===== src/rtl/nat_tuple_extract_if.sv =====
// -----------------------------------------------------------------------------
// nat_tuple_extract_if
// Groups the byte-stream input, the tuple output handshake and the per-frame
// status pulses of the NAT 5-tuple extractor.
//
// Signals:
//   s_data[7:0]        frame byte, first byte = destination MAC byte 0
//   s_valid            byte valid
//   s_last             final byte of frame, qualified by s_valid
//   s_ready            byte accepted when s_valid && s_ready
//   tuple_data[127:0]  packed 5-tuple
//   tuple_valid        tuple_data holds a tuple
//   tuple_ready        consumer accepts the tuple on tuple_valid && tuple_ready
//   pkt_skip           1-cycle pulse: frame ended and was not eligible
//   pkt_runt           1-cycle pulse: frame ended before the tuple was complete
//
// Modports:
//   slave  - the extractor's view (byte-stream sink, tuple source)
//   master - the environment's view (byte-stream source, tuple sink)
// -----------------------------------------------------------------------------
interface nat_tuple_extract_if;
   logic [7:0]   s_data;
   logic         s_valid;
   logic         s_last;
   logic         s_ready;
   logic [127:0] tuple_data;
   logic         tuple_valid;
   logic         tuple_ready;
   logic         pkt_skip;
   logic         pkt_runt;

   modport slave (
      input  s_data, s_valid, s_last, tuple_ready,
      output s_ready, tuple_data, tuple_valid, pkt_skip, pkt_runt
   );

   modport master (
      output s_data, s_valid, s_last, tuple_ready,
      input  s_ready, tuple_data, tuple_valid, pkt_skip, pkt_runt
   );
endinterface


===== src/rtl/nat_tuple_extract.sv =====
// -----------------------------------------------------------------------------
// nat_tuple_extract
// Parses an Ethernet frame delivered as a byte stream (Ethernet + IPv4 +
// TCP/UDP ports) and emits one packed 128-bit 5-tuple per eligible frame for
// the NAT connection hash stage.
//
// Tuple packing (src in the lower fields, dst in the upper fields):
//   [7:0] protocol, [23:8] L4 src port, [39:24] L4 dst port,
//   [71:40] IPv4 src, [103:72] IPv4 dst, [127:104] zero.
//
// Ports:
//   clk  - clock, all logic on posedge
//   rst  - synchronous active-high reset
//   bus  - nat_tuple_extract_if.slave (byte stream in, tuple out, pulses)
//
// Parameters:
//   CNT_W    - width of the saturating in-frame byte counter
//   ETH_IPV4 - EtherType accepted as IPv4
//
// Build option:
//   NAT_VLAN_EN - when defined, one 802.1Q tag (8100) at bytes 12-13 is
//                 stepped over and the real EtherType is read at bytes 16-17;
//                 a second tag makes the frame ineligible. When undefined,
//                 8100 is simply a non-IPv4 EtherType.
// -----------------------------------------------------------------------------
module nat_tuple_extract #(
   parameter int unsigned CNT_W    = 11,
   parameter logic [15:0] ETH_IPV4 = 16'h0800
) (
   input  logic              clk,
   input  logic              rst,
   nat_tuple_extract_if.slave bus
);

   typedef enum logic [1:0] {ST_ETH, ST_IP, ST_L4, ST_DRAIN} state_t;

   localparam logic [CNT_W-1:0] CNT_MAX = '1;

   state_t           state_q, state_d;
   logic [CNT_W-1:0] cnt_q;
   logic             skip_q;
   logic [127:0]     tuple_data_q;
   logic             tuple_valid_q;
   logic             pkt_skip_q;
   logic             pkt_runt_q;

   // Header capture registers
   logic [7:0]       etype_hi_q;
   logic [3:0]       ihl_q;
   logic             bad_q;       // frame found ineligible inside the IP header
   logic [7:0]       proto_q;
   logic [31:0]      src_ip_q;
   logic [31:0]      dst_ip_q;
   logic [23:0]      l4_q;        // first three L4 port bytes
   logic [1:0]       l4_idx_q;

   logic             s_ready_int;
   logic             byte_acc;
   logic             l4_last;
   logic             tuple_load;
   logic             set_skip;
   logic [15:0]      etype;
   logic [CNT_W-1:0] etype_pos;
   logic [CNT_W-1:0] ip_base;
   logic [CNT_W-1:0] ip_off;
   logic [CNT_W-1:0] ip_end;

`ifdef NAT_VLAN_EN
   localparam logic [15:0] ETH_VLAN = 16'h8100;
   logic vlan_q;
   logic enter_vlan;
   assign etype_pos = vlan_q ? CNT_W'(17) : CNT_W'(13);
   assign ip_base   = vlan_q ? CNT_W'(18) : CNT_W'(14);
`else
   assign etype_pos = CNT_W'(13);
   assign ip_base   = CNT_W'(14);
`endif

   assign etype  = {etype_hi_q, bus.s_data};
   assign ip_off = cnt_q - ip_base;
   assign ip_end = CNT_W'({ihl_q, 2'b00}) - CNT_W'(1);

   // The only stall point: the byte that would load a new tuple while the
   // previous one is still waiting for the consumer.
   assign l4_last     = (state_q == ST_L4) && (l4_idx_q == 2'd3);
   assign s_ready_int = !(l4_last && tuple_valid_q && !bus.tuple_ready);
   assign byte_acc    = bus.s_valid && s_ready_int;
   assign tuple_load  = byte_acc && l4_last;

   // ---------------------------------------------------------------- FSM
   always_ff @(posedge clk) begin
      if (rst) state_q <= ST_ETH;
      else     state_q <= state_d;
   end

   // NOTE: every signal driven here gets a default first so no path leaves it
   // unassigned; otherwise synthesis infers a latch to hold the old value.
   always_comb begin
      state_d  = state_q;
      set_skip = 1'b0;
`ifdef NAT_VLAN_EN
      enter_vlan = 1'b0;
`endif
      if (byte_acc) begin
         case (state_q)
            ST_ETH: begin
               if (cnt_q == etype_pos) begin
                  if (etype == ETH_IPV4) begin
                     state_d = ST_IP;
                  end
`ifdef NAT_VLAN_EN
                  else if (etype == ETH_VLAN && !vlan_q) begin
                     enter_vlan = 1'b1;
                  end
`endif
                  else begin
                     state_d  = ST_DRAIN;
                     set_skip = 1'b1;
                  end
               end
            end
            ST_IP: begin
               if (ip_off == '0) begin
                  if (bus.s_data[3:0] < 4'd5) begin
                     state_d  = ST_DRAIN;
                     set_skip = 1'b1;
                  end
               end else if (ip_off == ip_end) begin
                  if (bad_q) begin
                     state_d  = ST_DRAIN;
                     set_skip = 1'b1;
                  end else begin
                     state_d = ST_L4;
                  end
               end
            end
            ST_L4: begin
               if (l4_idx_q == 2'd3) state_d = ST_DRAIN;
            end
            default: ;
         endcase
         // End of frame overrides any decision taken on the same byte.
         if (bus.s_last) state_d = ST_ETH;
      end
   end

   // ------------------------------------------------ control / output regs
   // NOTE: sequential state uses non-blocking assignments so every register
   // samples pre-edge values regardless of statement order.
   always_ff @(posedge clk) begin
      if (rst) begin
         cnt_q         <= '0;
         skip_q        <= 1'b0;
         tuple_data_q  <= '0;
         tuple_valid_q <= 1'b0;
         pkt_skip_q    <= 1'b0;
         pkt_runt_q    <= 1'b0;
`ifdef NAT_VLAN_EN
         vlan_q        <= 1'b0;
`endif
      end else begin
         pkt_skip_q <= 1'b0;
         pkt_runt_q <= 1'b0;

         // A load in the same cycle as a handshake replaces the old tuple.
         if (tuple_load) begin
            tuple_valid_q <= 1'b1;
            tuple_data_q  <= {24'h0, dst_ip_q, src_ip_q,
                              l4_q[7:0], bus.s_data, l4_q[23:8], proto_q};
         end else if (tuple_valid_q && bus.tuple_ready) begin
            tuple_valid_q <= 1'b0;
         end

         if (byte_acc) begin
            if (bus.s_last) begin
               cnt_q  <= '0;
               skip_q <= 1'b0;
`ifdef NAT_VLAN_EN
               vlan_q <= 1'b0;
`endif
               // Frames ending before DRAIN are runts unless this very byte
               // completed the tuple (header-only UDP).
               if (state_q == ST_DRAIN) pkt_skip_q <= skip_q;
               else if (!tuple_load)    pkt_runt_q <= 1'b1;
            end else begin
               if (cnt_q != CNT_MAX) cnt_q <= cnt_q + 1'b1;
               if (set_skip)         skip_q <= 1'b1;
`ifdef NAT_VLAN_EN
               if (enter_vlan)       vlan_q <= 1'b1;
`endif
            end
         end
      end
   end

   // ----------------------------------------------------- header capture
   // NOTE: these registers are left out of reset on purpose: each one is
   // rewritten within the frame before it is used, so a reset adds only fanout.
   always_ff @(posedge clk) begin
      if (byte_acc) begin
         case (state_q)
            ST_ETH: etype_hi_q <= bus.s_data;
            ST_IP: begin
               l4_idx_q <= 2'd0;
               if (ip_off == CNT_W'(0)) begin
                  ihl_q <= bus.s_data[3:0];
                  bad_q <= 1'b0;
               end
               // Flags/fragment offset: MF bit or any offset bit => fragment.
               if (ip_off == CNT_W'(6) && (bus.s_data[5] || bus.s_data[4:0] != 5'd0))
                  bad_q <= 1'b1;
               if (ip_off == CNT_W'(7) && bus.s_data != 8'd0)
                  bad_q <= 1'b1;
               if (ip_off == CNT_W'(9)) begin
                  proto_q <= bus.s_data;
                  if (bus.s_data != 8'd6 && bus.s_data != 8'd17) bad_q <= 1'b1;
               end
               if (ip_off >= CNT_W'(12) && ip_off <= CNT_W'(15))
                  src_ip_q <= {src_ip_q[23:0], bus.s_data};
               if (ip_off >= CNT_W'(16) && ip_off <= CNT_W'(19))
                  dst_ip_q <= {dst_ip_q[23:0], bus.s_data};
            end
            ST_L4: begin
               l4_q     <= {l4_q[15:0], bus.s_data};
               l4_idx_q <= l4_idx_q + 2'd1;
            end
            default: ;
         endcase
      end
   end

   assign bus.s_ready     = s_ready_int;
   assign bus.tuple_data  = tuple_data_q;
   assign bus.tuple_valid = tuple_valid_q;
   assign bus.pkt_skip    = pkt_skip_q;
   assign bus.pkt_runt    = pkt_runt_q;

endmodule


===== src/flat_wrapper.sv =====
// flat-port wrapper written by rule: the top's interface ports become plain ports
module nat_tuple_extract_flat 
#(
   parameter int unsigned CNT_W    = 11,
   parameter logic [15:0] ETH_IPV4 = 16'h0800
)
  (clk, rst, bus_s_data, bus_s_valid, bus_s_last, bus_tuple_ready, bus_s_ready, bus_tuple_data, bus_tuple_valid, bus_pkt_skip, bus_pkt_runt);
  nat_tuple_extract_if bus_i ();
  input  logic clk;
  input  logic rst;
  input wire logic [$bits(bus_i.s_data)-1:0] bus_s_data;
  input wire logic [$bits(bus_i.s_valid)-1:0] bus_s_valid;
  input wire logic [$bits(bus_i.s_last)-1:0] bus_s_last;
  input wire logic [$bits(bus_i.tuple_ready)-1:0] bus_tuple_ready;
  output wire logic [$bits(bus_i.s_ready)-1:0] bus_s_ready;
  output wire logic [$bits(bus_i.tuple_data)-1:0] bus_tuple_data;
  output wire logic [$bits(bus_i.tuple_valid)-1:0] bus_tuple_valid;
  output wire logic [$bits(bus_i.pkt_skip)-1:0] bus_pkt_skip;
  output wire logic [$bits(bus_i.pkt_runt)-1:0] bus_pkt_runt;
  assign bus_i.s_data = bus_s_data;
  assign bus_i.s_valid = bus_s_valid;
  assign bus_i.s_last = bus_s_last;
  assign bus_i.tuple_ready = bus_tuple_ready;
  assign bus_s_ready = bus_i.s_ready;
  assign bus_tuple_data = bus_i.tuple_data;
  assign bus_tuple_valid = bus_i.tuple_valid;
  assign bus_pkt_skip = bus_i.pkt_skip;
  assign bus_pkt_runt = bus_i.pkt_runt;
  nat_tuple_extract #(.CNT_W(CNT_W), .ETH_IPV4(ETH_IPV4)) u_core (.clk(clk), .rst(rst), .bus(bus_i));
endmodule

===== config.mk =====
export PLATFORM = sky130hd
export DESIGN_NAME = nat_tuple_extract_flat
export DESIGN_NICKNAME = d
export VERILOG_FILES = /design/src/rtl/nat_tuple_extract_if.sv /design/src/rtl/nat_tuple_extract.sv /design/src/flat_wrapper.sv
export SDC_FILE = /design/constraint.sdc
export NUM_CORES = 1
export LEC_CHECK = 0
export BUFFER_PORTS_ARGS = -buffer_cell sky130_fd_sc_hd__buf_4
export CAP_MARGIN = 15
export CORE_ASPECT_RATIO = 1.1
export CORE_MARGIN = 2
export CORE_UTILIZATION = 50
export CTS_CLUSTER_DIAMETER = 100
export DETAILED_ROUTE_END_ITERATION = 16
export PLACE_DENSITY_LB_ADDON = 0.2
export SETUP_SLACK_MARGIN = 0.4
export SLEW_MARGIN = 20
export SYNTH_ARGS = -nofsm -noshare
export SYNTH_HDL_FRONTEND = slang
export SYNTH_SLANG_ARGS = --single-unit

===== constraint.sdc =====
create_clock -name clk -period 3.2 [get_ports clk]
set_input_delay 0.16 -clock clk [delete_from_list [all_inputs] [get_ports clk]]
set_output_delay 0.16 -clock clk [all_outputs]
set_load 0.005 [all_outputs]

==> results.yml, run 1 <==
floorplanning:
  pin_count: 145
  die_w_um: 130
  fp.dieArea_um2: 18700
  start_util: 0.513
  fp.coreArea_um2: 17100
  fp.dieH_um: 143
  rows: 50
grt:
  grt_util_all_layers: 0.199
  first_global_vias: 5625
  grt.overflow.total: 0
  grt_pass1_wl_um: 29300
  grt_max_degree: 106
  antenna_found_initial: 0
clocking:
  ctsRootBufferMaster: "clkbuf_16"
  clk_pin_slew_ns: 0.06
  numCtsBuffers: 24
  clock_path_buffers: 3
  cts_tree: "built"
  htree_levels: 1
  worstSkewPairLatency_ns: 0.51
  cts_sinks: 232
routing:
  drc: 0
  top_layer: "met4"
  ant_nets: 0
  dr.pass1.iters: 4
  dr_wl_met3_um: 1270
  vias_per_cell: 5.05
  met1Wirelength_um: 8220
  dr_wl_met2_um: 9080
  routed_wl_um: 18800
  vias: 5973
  dr.first_iter.drc_count: 477
  wire_per_inst_um: 15.9
place:
  io_buffers: 120
  dpl.hpwl_um: 12000
  place_congestion: 0.839
timing:
  rsz0062_at_grt: "false"
  setup_tns_ns: 0
  max_freq_mhz: 385
  worst_pin_slew_ns: 0.702
  fin_crit_sh: 0.813
  min_period_ns: 2.60
  slew_headroom: 0.532
  finalHoldViolCount: 0
  finClkSkew_ns: 0.0177
  setup_viol: 0
  slew_viol_final: 0
logic_synthesis:
  yosysWarnings: 0
  synth-seq-cells: 232
  synth_cells: 810
  async_flop_share: 0
  synth.distinct_cells: 58
  yosys_most_used_dff: "dfxtp_1"
  netlist_area_um2: 8800
  syn_area_per_cell_um2: 10.9
  synth-edff-count: 111
  yosysSeqAreaShare: 0.654
worst_setup_path:
  worstSetupPathType: "reg2reg"
  r2r_end: "u_core.src_ip_q[31]"
  cp.required_ns: 3.40
  start_kind: "flip-flop"
  critPathMaxFanout: 32
  ff2ff_path_depth: 7
  endpoint_kind: "flip-flop"
  reg2reg_from: "u_core.cnt_q[6]"
  arrival_ns: 2.80
  regToRegSetupSlack_ns: 0.60
final_layout:
  area_delta_synth_final_pct: 22.3
  final_cell_mix: "nand2_1, buf_4, dfxtp_1"
  diodes: 0
  post-route-util: 0.628
  layout_commonest_cell: "nand2_1"
  layout.nets: 958
  final_layout_size_suffix_gt1_frac: 0.194
min_path:
  hold_start: "bus_s_valid"
  hold_end: "u_core.state_q[0]"
  min_path_type: "in2reg"
  holdPathStages: 4
power:
  p_int_uw: 4720
  vdd_ir_drop_max_mv: 0.376
  combPwrFrac: 0.018
  p_sw_frac: 0.198
  p_leak_uw: 0.00390
  p_seq_frac: 0.527
  p_sw_uw: 1160
  clockPowerShare: 0.455
  power_density_nw_per_um2: 546
run:
  drv_cap: 0
run_status:
  status: "completed"
## critical path, stage by stage (launching register included)
cell and delay, ns:
dfxtp_1 0.44, nor4_4 0.34, a31oi_1 0.12, o311a_1 0.37, nor4b_4 0.29, nand3_2 0.18
a2111oi_4 0.27, buf_12 0.25
## through the flow
step	cells	setup slack (ns)	area (µm²)	hold WS, ns	total power (µW)
after floorplan	833	0.0542	8920	0.259	3240
after global placement	1129	0.556	9880	0.429	3260
after detailed placement	1129	0.544	9880	0.432	3260
after CTS	1182	0.520	10800	0.100	5930
after global routing	1183	0.448	10800	0.135	6050
final	1183	0.600	10800	0.106	5880
## cell families after synthesis
| family | share of synthesized area |
|---|---|
| adders and majority gates | 0.0185 |
| and+or+nand+nor | 0.163 |
| DFF | 0.654 |
| xor gates and xnor gates | 0.0222 |
| other | 0.000426 |
| buffers and inverters | 0.0488 |
| muxes | 0.00341 |
| AOI/OAI and AO/OA | 0.0901 |
## timing repair
| action | in CTS | in global routing |
|---|---|---|
| buffers inserted | 0 | 1 |
| gates resized for setup | 0 | 0 |
| hold buffers | 10 | 0 |
| setup endpoints to repair | 0 | 32 |
| endpoints found under the hold margin | 54 | 0 |
## final cells by class
type,count,area (µm²)
fill,1406,6370
clock inverter,4,32.5
tap,234,293
clock buffer,39,747
timing repair buffer,143,1150
sequential,232,5760
multi-input combinational,517,2730
inverter,14,52.6
## synth_stat cells, types with 5 or more instances
library cell  count  share of area
a21oi_1         113          0.064
and3_1            7         0.0050
buf_2            10         0.0057
buf_4            25          0.021
clkbuf_1         32          0.014
dfxtp_1         121           0.28
edfxtp_1        111           0.38
ha_1             13          0.018
inv_1            14         0.0060
nand2_1         228          0.097
nand3_1          16         0.0091
nor2_1           27          0.012
xnor2_1          11          0.011
xor2_1            5         0.0050
## worst max-delay path by stage
stage / slack [ns] / startpoint / endpoint / depth (start not counted)
2_1_floorplan: 0.05 / u_core.cnt_q[7] / u_core.src_ip_q[0] / 6
3_3_place_gp: 0.56 / u_core.cnt_q[7] / u_core.src_ip_q[26] / 7
3_5_place_dp: 0.54 / u_core.cnt_q[7] / u_core.src_ip_q[25] / 7
4_1_cts: 0.52 / u_core.cnt_q[7] / u_core.src_ip_q[22] / 7
5_1_grt: 0.45 / u_core.cnt_q[6] / u_core.src_ip_q[30] / 7
6_report: 0.60 / u_core.cnt_q[6] / u_core.src_ip_q[31] / 7
## routing by layer
layer / track usage / vias up
li1: - / 2965
met1: 0.270 / 2819
met2: 0.328 / 168
met3: 0.0450 / 21
met4: 0.0398 / 0
met5: 0 / -
## state kept, by name (all words and copies together) (netlist names), 2 cells and up
| signal | flops |
|---|---|
| u_core.bus.tuple_data | 104 |
| u_core.dst_ip_q | 32 |
| u_core.src_ip_q | 32 |
| u_core.l4_q | 24 |
| u_core.cnt_q | 11 |
| u_core.etype_hi_q | 8 |
| u_core.proto_q | 8 |
| u_core.ihl_q | 4 |
| u_core.l4_idx_q | 2 |
| u_core.state_q | 2 |
## power groups by stage
stage | Sequential (µW) | Clock (µW) | Combinational (µW)
after floorplan | 3160 | 0 | 70.3
after global routing | 3100 | 2830 | 119
after CTS | 3100 | 2720 | 106
after detailed placement | 3170 | 0 | 96.9
after global placement | 3170 | 0 | 96.9
final | 3100 | 2670 | 106
Power figures use the tool's default switching activity.
==> run 2, diff against run 1 <==
CORE_UTILIZATION = 56   (was 50)
clock period = 2.6 ns   (was 3.2 ns; I/O delays follow)
==> results.yml, run 2 (synthesis gave the netlist of run 1 again) <==
run_status:
  status: "completed"
floorplanning:
  pin_count: 145
  fp.dieH_um: 135
  rows: 48
  start_util: 0.566
  fp.dieArea_um2: 16700
  fp.coreArea_um2: 15600
  die_w_um: 124
routing:
  dr.first_iter.drc_count: 430
  ant_nets: 0
  vias_per_cell: 5.35
  wire_per_inst_um: 17.0
  routed_wl_um: 20300
  dr.pass1.iters: 5
  drc: 0
  vias: 6362
timing:
  rsz0062_at_grt: "true"
  slew_viol_final: 0
  slew_headroom: 0.614
  max_freq_mhz: 402
  whs_ns: 0.0878
  min_period_ns: 2.49
  fin_crit_sh: 0.956
  finalHoldViolCount: 0
  finClkSkew_ns: 0.0160
  setup_viol: 0
  worst_pin_slew_ns: 0.579
final_layout:
  diodes: 0
  largest_reg_flops: 104
  area_delta_synth_final_pct: 28.7
  seqCellArea_um2: 5770
  final_layout_size_suffix_gt1_frac: 0.248
  layout_commonest_cell: "nand2_1"
  final_cell_mix: "nand2_1, buf_4, dfxtp_1"
  post-route-util: 0.728
  layout.nets: 998
  n_fill_cell: 1062
  multi_input_area_um2: 2840
worst_setup_path:
  crit_end: "u_core.src_ip_q[2]"
  critPathMaxFanout: 8
  cp.required_ns: 2.83
  regToRegSetupSlack_ns: 0.11
  cp_cell_sequence: "nor4_4, a31oi_1, o311a_1, nor4b_4, nand3_2, a2111oi_4, buf_4, buf_6, clkbuf_16"
  critPathSlowestCell: "o311a_1"
  arrival_ns: 2.71
  start_kind: "flip-flop"
  slowest_delay_ns: 0.35
  ff2ff_path_depth: 9
  critPathLaunch: "u_core.cnt_q[7]"
  r2r_end: "u_core.src_ip_q[2]"
  endpoint_kind: "flip-flop"
  critical_path_depth: 9
  reg2reg_from: "u_core.cnt_q[7]"
  critPathBufInv: 3
  worstSetupPathType: "reg2reg"
  cpLargestDelayFamily: "simple AND/OR/NAND/NOR gates"
place:
  dpl.hpwl_um: 12700
  place_congestion: 0.876
  io_buffers: 120
clocking:
  cts_sinks: 232
  worstSkewPairLatency_ns: 0.51
  clk_pin_slew_ns: 0.06
  cts_tree: "built"
  clock_path_buffers: 3
  htree_levels: 1
  ctsRootBufferMaster: "clkbuf_16"
  numCtsBuffers: 23
grt:
  grt.overflow.total: 0
  grt_util_all_layers: 0.233
  grt_pass1_wl_um: 30700
  first_global_vias: 6078
  grt_max_degree: 56
  antenna_found_initial: 0
run:
  drv_cap: 0
power:
  vdd_ir_drop_max_mv: 0.605
  p_leak_uw: 0.00416
  power_density_nw_per_um2: 633
min_path:
  min_path_type: "in2reg"
-- run 2: timing repair --
| item | CTS | global route |
|---|---|---|
| cloned | 5 | 2 |
| hold endpoints to repair | 56 | 0 |
| resized for setup | 22 | 22 |
| setup buffers | 13 | 9 |
| pin swaps | 5 | 11 |
| endpoints found under the setup margin | 78 | 182 |
| hold buffers | 11 | 0 |
-- run 2: final cells by class --
cell class | instances | area share
clock buffer | 35 | 0.0592
clock inverter | 7 | 0.00575
inverter | 14 | 0.00464
multi-input combinational | 517 | 0.251
sequential | 232 | 0.510
tap | 200 | 0.0221
timing repair buffer | 184 | 0.147
-- run 2: worst min path at each step --
stage                               to  depth (start not counted)     startpoint  slack [ns]
floorplan           u_core.dst_ip_q[0]                          0  bus_s_data[0]        0.23
global placement        u_core.l4_q[6]                          1  bus_s_data[6]        0.41
detailed placement      u_core.l4_q[6]                          1  bus_s_data[6]        0.41
CTS                 u_core.l4_idx_q[1]                          3    bus_s_valid        0.09
global route         u_core.state_q[0]                          4    bus_s_valid        0.09
finish               u_core.state_q[0]                          4    bus_s_valid        0.09
-- run 2: power by group --
part	switching, µW	internal, µW	leakage, µW
clock	1330	1880	0.000358
sequential	4.64	3810	0.00198
combinational	96.3	43.2	0.00182
total	1430	5730	0.00416
-- run 2: per-stage QoR --
step / total power [µW] / area (µm²) / setup TNS [ns] / std cells / setup slack, ns
3_3_place_gp: 4010 / 9950 / 0 / 1107 / 0.0700
6_report: 7170 / 11300 / 0 / 1189 / 0.114
5_1_grt: 7370 / 11300 / -0.209 / 1189 / -0.0278
4_1_cts: 7190 / 11100 / 0 / 1178 / 0.123
3_5_place_dp: 4010 / 9950 / 0 / 1107 / 0.0133
2_1_floorplan: 3980 / 8920 / -17.45 / 833 / -0.545
-- run 2: worst min-delay path, delay by kind of cell --
family / cells / cell delay [ns]
and+or+nand+nor: 1 / 0.12
AOI/OAI and AO/OA: 1 / 0.05
muxes: 1 / 0.12
buffers and inverters: 1 / 0.13
-- run 2: routing by layer --
metal,global-route usage,wire [µm]
met1,0.302,8280
met2,0.401,10300
met3,0.0438,1320
met4,0.0600,365
met5,0,0
